## config.mk

```make
export PLATFORM = sky130hd
export DESIGN_NAME = controller_8085_gen_flat
export DESIGN_NICKNAME = d
export VERILOG_FILES = /design/src/rtl/controller_8085_gen_if.sv /design/src/rtl/controller_8085_gen.sv /design/src/flat_wrapper.sv
export SDC_FILE = /design/constraint.sdc
export NUM_CORES = 1
export LEC_CHECK = 0
export CAP_MARGIN = 25
export CELL_PAD_IN_SITES_DETAIL_PLACEMENT = 0
export CELL_PAD_IN_SITES_GLOBAL_PLACEMENT = 1
export CORE_ASPECT_RATIO = 1.1
export CORE_MARGIN = 8
export CORE_UTILIZATION = 28
export CTS_CLUSTER_SIZE = 12
export DETAILED_ROUTE_END_ITERATION = 10
export GPL_ROUTABILITY_DRIVEN = 1
export PLACE_DENSITY_LB_ADDON = 0.1
export SKIP_LAST_GASP = 1
export SLEW_MARGIN = 25
export SYNTH_ARGS = -nofsm -noshare
export SYNTH_HDL_FRONTEND = slang
export SYNTH_SLANG_ARGS = --single-unit
```

## constraint.sdc

```tcl
create_clock -name clk -period 2.3 [get_ports clk]
set_input_delay 0.575 -clock clk [delete_from_list [all_inputs] [get_ports clk]]
set_output_delay 0.575 -clock clk [all_outputs]
set_load 0.005 [all_outputs]
```

## src/rtl/controller_8085_gen_if.sv

```systemverilog
// rtl/controller_8085_gen_if.sv - instruction, flag, handshake and strobe bundle for controller_8085_gen
//
// Purpose: groups every signal between the 8085-style controller and its
// datapath/memory so the controller takes a single bus port.
//   master modport (controller): consumes opcode/funct/z/cy/mem_ready/intr,
//                                drives strobes, selects, inta, bus_err, state_o.
//   slave modport (datapath/bench): the mirror image.
// Signals:
//   opcode, funct [OPW]   instruction fields from the instruction register
//   z, cy                 zero and carry flags
//   mem_ready             memory completion handshake
//   intr                  interrupt request
//   pcwrite .. regwrite   write and memory strobes
//   pcsrc [2]             00 ALU, 01 target, 10 interrupt vector
//   memsrcA [2]           00 PC, 11 direct address
//   inta, bus_err         interrupt acknowledge, sticky bus error
//   state_o [3]           current state code for debug
interface controller_8085_gen_if #(
  parameter int OPW = 5
);
  logic [OPW-1:0] opcode;
  logic [OPW-1:0] funct;
  logic           z;
  logic           cy;
  logic           mem_ready;
  logic           intr;
  logic           pcwrite;
  logic           irwrite;
  logic           read;
  logic           write;
  logic           Accwrite;
  logic           cywrite;
  logic           zwrite;
  logic           regwrite;
  logic [1:0]     pcsrc;
  logic [1:0]     memsrcA;
  logic           inta;
  logic           bus_err;
  logic [2:0]     state_o;

  modport master (
    input  opcode, funct, z, cy, mem_ready, intr,
    output pcwrite, irwrite, read, write, Accwrite, cywrite, zwrite, regwrite,
    output pcsrc, memsrcA, inta, bus_err, state_o
  );

  modport slave (
    output opcode, funct, z, cy, mem_ready, intr,
    input  pcwrite, irwrite, read, write, Accwrite, cywrite, zwrite, regwrite,
    input  pcsrc, memsrcA, inta, bus_err, state_o
  );
endinterface

```

## src/rtl/controller_8085_gen.sv

```systemverilog
// rtl/controller_8085_gen.sv - multicycle 8085-style control FSM with memory wait timeout
//
// Purpose: sequences fetch/decode/execute for a small accumulator machine,
// times out stalled memory accesses into a sticky bus error and HALT.
// Optional feature: define CONTROLLER_8085_GEN_INTR_EN to add the interrupt
// enable bit (EI/DI) and the INTA acknowledge state; otherwise intr is ignored.
// Ports:
//   clk    rising-edge clock
//   reset  asynchronous active-high reset
//   bus    controller_8085_gen_if.master (instruction fields, flags,
//          mem_ready, intr in; strobes, selects, inta, bus_err, state_o out)
// Parameters:
//   OPW       opcode/funct width
//   WAIT_MAX  memory wait cycles tolerated before a bus error
module controller_8085_gen #(
  parameter int OPW      = 5,
  parameter int WAIT_MAX = 7
) (
  input logic                   clk,
  input logic                   reset,
  controller_8085_gen_if.master bus
);

  localparam int CW = (WAIT_MAX < 1) ? 1 : $clog2(WAIT_MAX + 1);

  localparam logic [OPW-1:0] OP_ALU = OPW'(5'b00000);
  localparam logic [OPW-1:0] OP_SYS = OPW'(5'b00100);
  localparam logic [OPW-1:0] OP_LDA = OPW'(5'b01101);
  localparam logic [OPW-1:0] OP_STA = OPW'(5'b01110);
  localparam logic [OPW-1:0] OP_JMP = OPW'(5'b01111);
  localparam logic [OPW-1:0] OP_JNZ = OPW'(5'b10000);
  localparam logic [OPW-1:0] OP_JNC = OPW'(5'b10001);

  localparam logic [OPW-1:0] F_EI   = OPW'(5'b01100);
  localparam logic [OPW-1:0] F_DI   = OPW'(5'b01101);
  localparam logic [OPW-1:0] F_HLT  = OPW'(5'b01110);

  typedef enum logic [2:0] {
    S_FETCH  = 3'd0,
    S_DECODE = 3'd1,
    S_ALU    = 3'd2,
    S_MRD    = 3'd3,
    S_MWR    = 3'd4,
    S_BRANCH = 3'd5,
    S_HALT   = 3'd6,
    S_INTA   = 3'd7
  } state_t;

  state_t         state;
  state_t         next_state;
  state_t         done_state;
  logic [CW-1:0]  wait_cnt;
  logic           waiting;
  logic           timeout;
  logic           take_branch;
  logic           irq_pending;
  logic           bus_err_q;

  // Output values before reset gating.
  logic           pcwrite_d;
  logic           irwrite_d;
  logic           read_d;
  logic           write_d;
  logic           acc_write_d;
  logic           cywrite_d;
  logic           zwrite_d;
  logic [1:0]     pcsrc_d;
  logic [1:0]     memsrc_d;
  logic           inta_d;

  // Only these states wait on mem_ready; elsewhere mem_ready is ignored.
  assign waiting = (state == S_FETCH) || (state == S_MRD) || (state == S_MWR);

  // mem_ready in the WAIT_MAX cycle still wins, so the error needs it low.
  assign timeout = waiting && !bus.mem_ready && (wait_cnt == CW'(WAIT_MAX));

  assign take_branch = (bus.opcode == OP_JMP)
                    || ((bus.opcode == OP_JNZ) && !bus.z)
                    || ((bus.opcode == OP_JNC) && !bus.cy);

`ifdef CONTROLLER_8085_GEN_INTR_EN
  logic ie;

  always_ff @(posedge clk or posedge reset) begin
    if (reset) begin
      ie <= 1'b0;
    end else if (state == S_DECODE && bus.opcode == OP_SYS && bus.funct == F_EI) begin
      ie <= 1'b1;
    end else if (state == S_DECODE && bus.opcode == OP_SYS && bus.funct == F_DI) begin
      ie <= 1'b0;
    end else if (state == S_INTA) begin
      ie <= 1'b0;
    end
  end

  // ie is sampled before an EI in DECODE takes effect, so EI itself
  // never diverts to INTA.
  assign irq_pending = ie && bus.intr;
`else
  logic unused_intr;
  assign unused_intr = bus.intr;
  assign irq_pending = 1'b0;
`endif

  // Where a completed instruction goes next.
  assign done_state = irq_pending ? S_INTA : S_FETCH;

  // State register.
  always_ff @(posedge clk or posedge reset) begin
    if (reset) begin
      state <= S_FETCH;
    end else begin
      state <= next_state;
    end
  end

  // Every entry into a waiting state is a state change, so clearing on any
  // change covers "clear on entry"; the counter saturates at WAIT_MAX.
  always_ff @(posedge clk or posedge reset) begin
    if (reset) begin
      wait_cnt <= '0;
    end else if (next_state != state) begin
      wait_cnt <= '0;
    end else if (waiting && !bus.mem_ready && wait_cnt != CW'(WAIT_MAX)) begin
      wait_cnt <= wait_cnt + 1'b1;
    end
  end

  always_ff @(posedge clk or posedge reset) begin
    if (reset) begin
      bus_err_q <= 1'b0;
    end else if (timeout) begin
      bus_err_q <= 1'b1;
    end
  end

  // Next-state logic.
  always_comb begin
    next_state = state;
    unique case (state)
      S_FETCH: begin
        if (bus.mem_ready)  next_state = S_DECODE;
        else if (timeout)   next_state = S_HALT;
        else                next_state = S_FETCH;
      end
      S_DECODE: begin
        if (bus.opcode == OP_ALU)                               next_state = S_ALU;
        else if (bus.opcode == OP_LDA)                          next_state = S_MRD;
        else if (bus.opcode == OP_STA)                          next_state = S_MWR;
        else if (bus.opcode == OP_JMP || bus.opcode == OP_JNZ
                 || bus.opcode == OP_JNC)                       next_state = S_BRANCH;
        else if (bus.opcode == OP_SYS && bus.funct == F_HLT)    next_state = S_HALT;
        else                                                    next_state = done_state;
      end
      S_ALU:    next_state = done_state;
      S_MRD, S_MWR: begin
        if (bus.mem_ready)  next_state = done_state;
        else if (timeout)   next_state = S_HALT;
        else                next_state = state;
      end
      S_BRANCH: next_state = done_state;
      S_HALT:   next_state = S_HALT;
      S_INTA:   next_state = S_FETCH;
      default:  next_state = S_FETCH;
    endcase
  end

  // Output decode.
  always_comb begin
    pcwrite_d   = 1'b0;
    irwrite_d   = 1'b0;
    read_d      = 1'b0;
    write_d     = 1'b0;
    acc_write_d = 1'b0;
    cywrite_d   = 1'b0;
    zwrite_d    = 1'b0;
    pcsrc_d     = 2'b00;
    memsrc_d    = 2'b00;
    inta_d      = 1'b0;
    unique case (state)
      S_FETCH: begin
        read_d = !timeout;
        if (bus.mem_ready) begin
          irwrite_d = 1'b1;
          pcwrite_d = 1'b1;
        end
      end
      S_ALU: begin
        acc_write_d = 1'b1;
        cywrite_d   = 1'b1;
        zwrite_d    = 1'b1;
      end
      S_MRD: begin
        read_d      = !timeout;
        memsrc_d    = 2'b11;
        acc_write_d = bus.mem_ready;
      end
      S_MWR: begin
        write_d  = !timeout;
        memsrc_d = 2'b11;
      end
      S_BRANCH: begin
        pcsrc_d   = 2'b01;
        pcwrite_d = take_branch;
      end
      S_INTA: begin
        inta_d    = 1'b1;
        pcwrite_d = 1'b1;
        pcsrc_d   = 2'b10;
      end
      default: ;
    endcase
  end

  // Reset gates the outputs combinationally: the state register already
  // reads FETCH during reset, which would otherwise drive read.
  assign bus.pcwrite  = pcwrite_d   && !reset;
  assign bus.irwrite  = irwrite_d   && !reset;
  assign bus.read     = read_d      && !reset;
  assign bus.write    = write_d     && !reset;
  assign bus.Accwrite = acc_write_d && !reset;
  assign bus.cywrite  = cywrite_d   && !reset;
  assign bus.zwrite   = zwrite_d    && !reset;
  assign bus.regwrite = 1'b0;
  assign bus.pcsrc    = reset ? 2'b00 : pcsrc_d;
  assign bus.memsrcA  = reset ? 2'b00 : memsrc_d;
  assign bus.inta     = inta_d      && !reset;
  assign bus.bus_err  = bus_err_q;
  assign bus.state_o  = state;

endmodule

```

## src/flat_wrapper.sv

```systemverilog
// flat-port wrapper written by rule: the top's interface ports become plain ports
module controller_8085_gen_flat 
#(
  parameter int OPW      = 5,
  parameter int WAIT_MAX = 7
)
  (clk, reset, bus_opcode, bus_funct, bus_z, bus_cy, bus_mem_ready, bus_intr, bus_pcwrite, bus_irwrite, bus_read, bus_write, bus_Accwrite, bus_cywrite, bus_zwrite, bus_regwrite, bus_pcsrc, bus_memsrcA, bus_inta, bus_bus_err, bus_state_o);
  controller_8085_gen_if #(.OPW(OPW)) bus_i ();
  input logic clk;
  input logic reset;
  input wire logic [$bits(bus_i.opcode)-1:0] bus_opcode;
  input wire logic [$bits(bus_i.funct)-1:0] bus_funct;
  input wire logic [$bits(bus_i.z)-1:0] bus_z;
  input wire logic [$bits(bus_i.cy)-1:0] bus_cy;
  input wire logic [$bits(bus_i.mem_ready)-1:0] bus_mem_ready;
  input wire logic [$bits(bus_i.intr)-1:0] bus_intr;
  output wire logic [$bits(bus_i.pcwrite)-1:0] bus_pcwrite;
  output wire logic [$bits(bus_i.irwrite)-1:0] bus_irwrite;
  output wire logic [$bits(bus_i.read)-1:0] bus_read;
  output wire logic [$bits(bus_i.write)-1:0] bus_write;
  output wire logic [$bits(bus_i.Accwrite)-1:0] bus_Accwrite;
  output wire logic [$bits(bus_i.cywrite)-1:0] bus_cywrite;
  output wire logic [$bits(bus_i.zwrite)-1:0] bus_zwrite;
  output wire logic [$bits(bus_i.regwrite)-1:0] bus_regwrite;
  output wire logic [$bits(bus_i.pcsrc)-1:0] bus_pcsrc;
  output wire logic [$bits(bus_i.memsrcA)-1:0] bus_memsrcA;
  output wire logic [$bits(bus_i.inta)-1:0] bus_inta;
  output wire logic [$bits(bus_i.bus_err)-1:0] bus_bus_err;
  output wire logic [$bits(bus_i.state_o)-1:0] bus_state_o;
  assign bus_i.opcode = bus_opcode;
  assign bus_i.funct = bus_funct;
  assign bus_i.z = bus_z;
  assign bus_i.cy = bus_cy;
  assign bus_i.mem_ready = bus_mem_ready;
  assign bus_i.intr = bus_intr;
  assign bus_pcwrite = bus_i.pcwrite;
  assign bus_irwrite = bus_i.irwrite;
  assign bus_read = bus_i.read;
  assign bus_write = bus_i.write;
  assign bus_Accwrite = bus_i.Accwrite;
  assign bus_cywrite = bus_i.cywrite;
  assign bus_zwrite = bus_i.zwrite;
  assign bus_regwrite = bus_i.regwrite;
  assign bus_pcsrc = bus_i.pcsrc;
  assign bus_memsrcA = bus_i.memsrcA;
  assign bus_inta = bus_i.inta;
  assign bus_bus_err = bus_i.bus_err;
  assign bus_state_o = bus_i.state_o;
  controller_8085_gen #(.OPW(OPW), .WAIT_MAX(WAIT_MAX)) u_core (.clk(clk), .reset(reset), .bus(bus_i));
endmodule
```

==> key figures, run 1 <==
Run status
  – Status: finished with violations
  – Failing checks: negative setup slack

Critical path
  – Worst r2r src: u_core.wait_cnt[0]
  – Crit Reg-Reg Endpoint: u_core.wait_cnt[0]
  – Worst-case reg-to-reg path depth: 9
  – Critical Path Fanout Max: 3
  – Crit path DAT: 1.82 ns
  – Setup crit start kind: primary input
  – Crit Path Class: in2out
  – Crit. End Element: output port
  – Crit path required time: 1.73 ns
  – Flop2flop setup slack: -0.03 ns

STA
  – Hold slack: 0.453 ns
  – Final min period: 2.40 ns
  – Fin crit share: 1.04
  – Clock Skews: 0.00178 ns
  – Final number of setup-violating endpoints: 2
  – RSZ-0062 raised after global routing: true
  – Max Freq: 417 MHz
  – Final hold violation count: 0
  – Final slew viol count: 0
  – Final WS setup: -0.0990 ns

Cells and area
  – ANT cells: 0
  – Layout cell share with drive strength beyond 1: 0.331
  – Final nets: 155
  – Most common cell after layout, fill and taps aside: clkdlybuf4s50_1
  – Area grow syn2layout: 68.6%
  – Layout Cells excl Fill: 167
  – Post-layout util: 0.493
  – Fill count: 261
  – Commonest cells after routing, fill and taps aside: clkdlybuf4s50_1 (18), buf_4 (17), nand2_1 (9)

Synth
  – FFs w/ async S/R, synth: 1.00
  – Avg Inst Size Synth: 8.02 um2
  – Register area share after synthesis: 0.240
  – Mapped Area: 729 um2
  – Post-synthesis register bit count: 7
  – Post-synthesis net count: 109
  – Yosys synthesis warning count: 0
  – Main flop type after synthesis: dfrtp_1
  – Number of synthesized flops with an enable pin: 0
  – Post-Syn Instances: 91
  – Synth cell types: 40

Clock network
  – Total CTS buffers: 3
  – # H-tree levels: 1
  – CTS clk-pin slew, worst paths: 0.05 ns
  – CTS tree: built
  – Root Driver: clkbuf_4
  – Clock sink count: 7
  – Worst skew pair latency: 0.25 ns
  – Clock Path Buffers: 2
  – Hold_buf cts: 0

Place
  – Dpl ws: -0.890 ns
  – Dpl hpwl: 1780 um
  – Routability cong.: 0.724
  – Placed Cells incl. Taps: 162
  – Port Buffers: 30

Routing
  – Via/cell ratio: 4.96
  – TritonRoute pass-1 iters: 4
  – Drt drc: 0
  – Vias: 829
  – Wirelength, routed: 2250 um
  – ANT nets after route: 0
  – DRT iter0 DRCs: 28
  – Wire per inst: 13.5 um

Hold path
  – Hold Path Origin: u_core.bus.bus_err
  – Hold EP: u_core.bus.bus_err
  – Min-Delay Path Class: reg2reg
  – WHS Path Cells: 1

Pwr
  – PD cells: 358 nW/um2
  – VDD IR max: 0.299 mV
  – Leakage power: 0.592 nW

Floorplanning
  – Total die area: 4500 um2
  – Starting Density: 0.292
  – I/O pin cnt: 33
  – Die Y-Extent: 69.5 um
  – Row cnt: 19
  – Core Area: 2500 um2
  – Die X: 64.7 um

Global routing
  – Tot GR Track Use: 0.107
  – Total congestion overflow: 0
  – Initial antenna violation count: 0
  – First-pass GRT wire length: 4020 um
  – Pin count of the biggest net entering global routing: 16
  – Number of global-route vias before repair: 919

Job
  – Max Cap Viol: 0
[layout make-up]
class / instances / area (um2) / share of cell area
Multi-Input combinational cell: 73 / 551 / 0.448
Tap cell: 31 / 38.8 / 0.0315
Clock buffer: 4 / 26.3 / 0.0214
Inverter: 4 / 15.0 / 0.0122
Sequential cell: 7 / 176 / 0.143
Timing Repair Buffer: 48 / 423 / 0.344
[kinds of logic (layout without fill, tap and decap cells)]
kind of cell               Yosys count  after routing  share of synthesized area
xor gates and xnor gates             1              1                     0.0120
buffers and inverters               11             56                     0.0858
and+or+nand+nor                     42             42                      0.331
muxes                                3              3                     0.0480
DFF                                  7              7                      0.240
other                                1              1                    0.00514
AOI/OAI and AO/OA                   24             24                      0.244
adders and majority gates            2              2                     0.0343
[worst max-delay path, cell delays in order]
cell,delay [ns]
buf_6,0.09
or4b_4,0.55
o21ai_1,0.14
a211o_1,0.14
nand3_1,0.08
a21oi_1,0.13
buf_2,0.12
[through the flow]
| stage | instance area (um2) | setup TNS, ns | power (mW) |
|---|---|---|---|
| 2_1_floorplan | 729 | 0 | 0.226 |
| 3_3_place_gp | 1150 | -3.98 | 0.315 |
| 3_5_place_dp | 1150 | -4.13 | 0.317 |
| 4_1_cts | 1190 | -0.132 | 0.438 |
| 5_1_grt | 1230 | -1.09 | 0.478 |
| 6_report | 1230 | -0.125 | 0.440 |
[flip-flops by register name (all words and copies together), names as in the netlist]
signal / count
u_core.wait_cnt: 3
u_core.bus.state_o: 3
u_core.bus.bus_err: 1
[layer usage]
metal  routed length (um)  up-vias  global-route usage
met4                    8        0              0.0146
met5                    0        -                   0
li1                     -      426                   -
met2                 1120       27               0.184
met3                  202        2              0.0517
met1                  916      374               0.117
[worst max-delay path by stage]
stage | start | end | depth (start not counted)
2_1_floorplan | bus_opcode[1] | bus_pcwrite | 5
3_3_place_gp | bus_opcode[1] | bus_pcwrite | 7
3_5_place_dp | bus_opcode[1] | bus_pcwrite | 7
4_1_cts | bus_opcode[3] | bus_pcwrite | 7
5_1_grt | bus_opcode[3] | bus_pcwrite | 7
6_report | bus_opcode[3] | bus_pcwrite | 7
[Yosys cell counts (3+ instances only)]
| library cell | count | area share |
|---|---|---|
| a211oi_1 | 3 | 0.031 |
| a21oi_1 | 6 | 0.041 |
| buf_4 | 5 | 0.051 |
| dfrtp_1 | 7 | 0.24 |
| inv_1 | 4 | 0.021 |
| nand2_1 | 9 | 0.046 |
| nand3_1 | 4 | 0.027 |
| nand4b_1 | 3 | 0.036 |
| nor2_1 | 8 | 0.041 |
| nor4_1 | 4 | 0.034 |
[power breakdown]
group	switching, mW	leakage (nW)	internal [mW]
Sequential	0.0107	0.0938	0.132
Clock	0.0447	0.0150	0.0662
Combinational	0.0891	0.483	0.0975
Total	0.145	0.592	0.296
[timing repair]
item / 4_1_cts / 5_1_grt
resized for setup: 40 / 7
setup endpoints to repair: 15 / 14
pin swaps: 4 / 1
buffers inserted: 0 / 1
hold endpoints to repair: 0 / 0
Power figures use the tool's default switching activity.
==> run 2: changes to the inputs <==
Settings changed: SLEW_MARGIN 25 to not set.
==> results of run 2 <==
The final DEF is identical to that of run 1; final timing and power are the same.
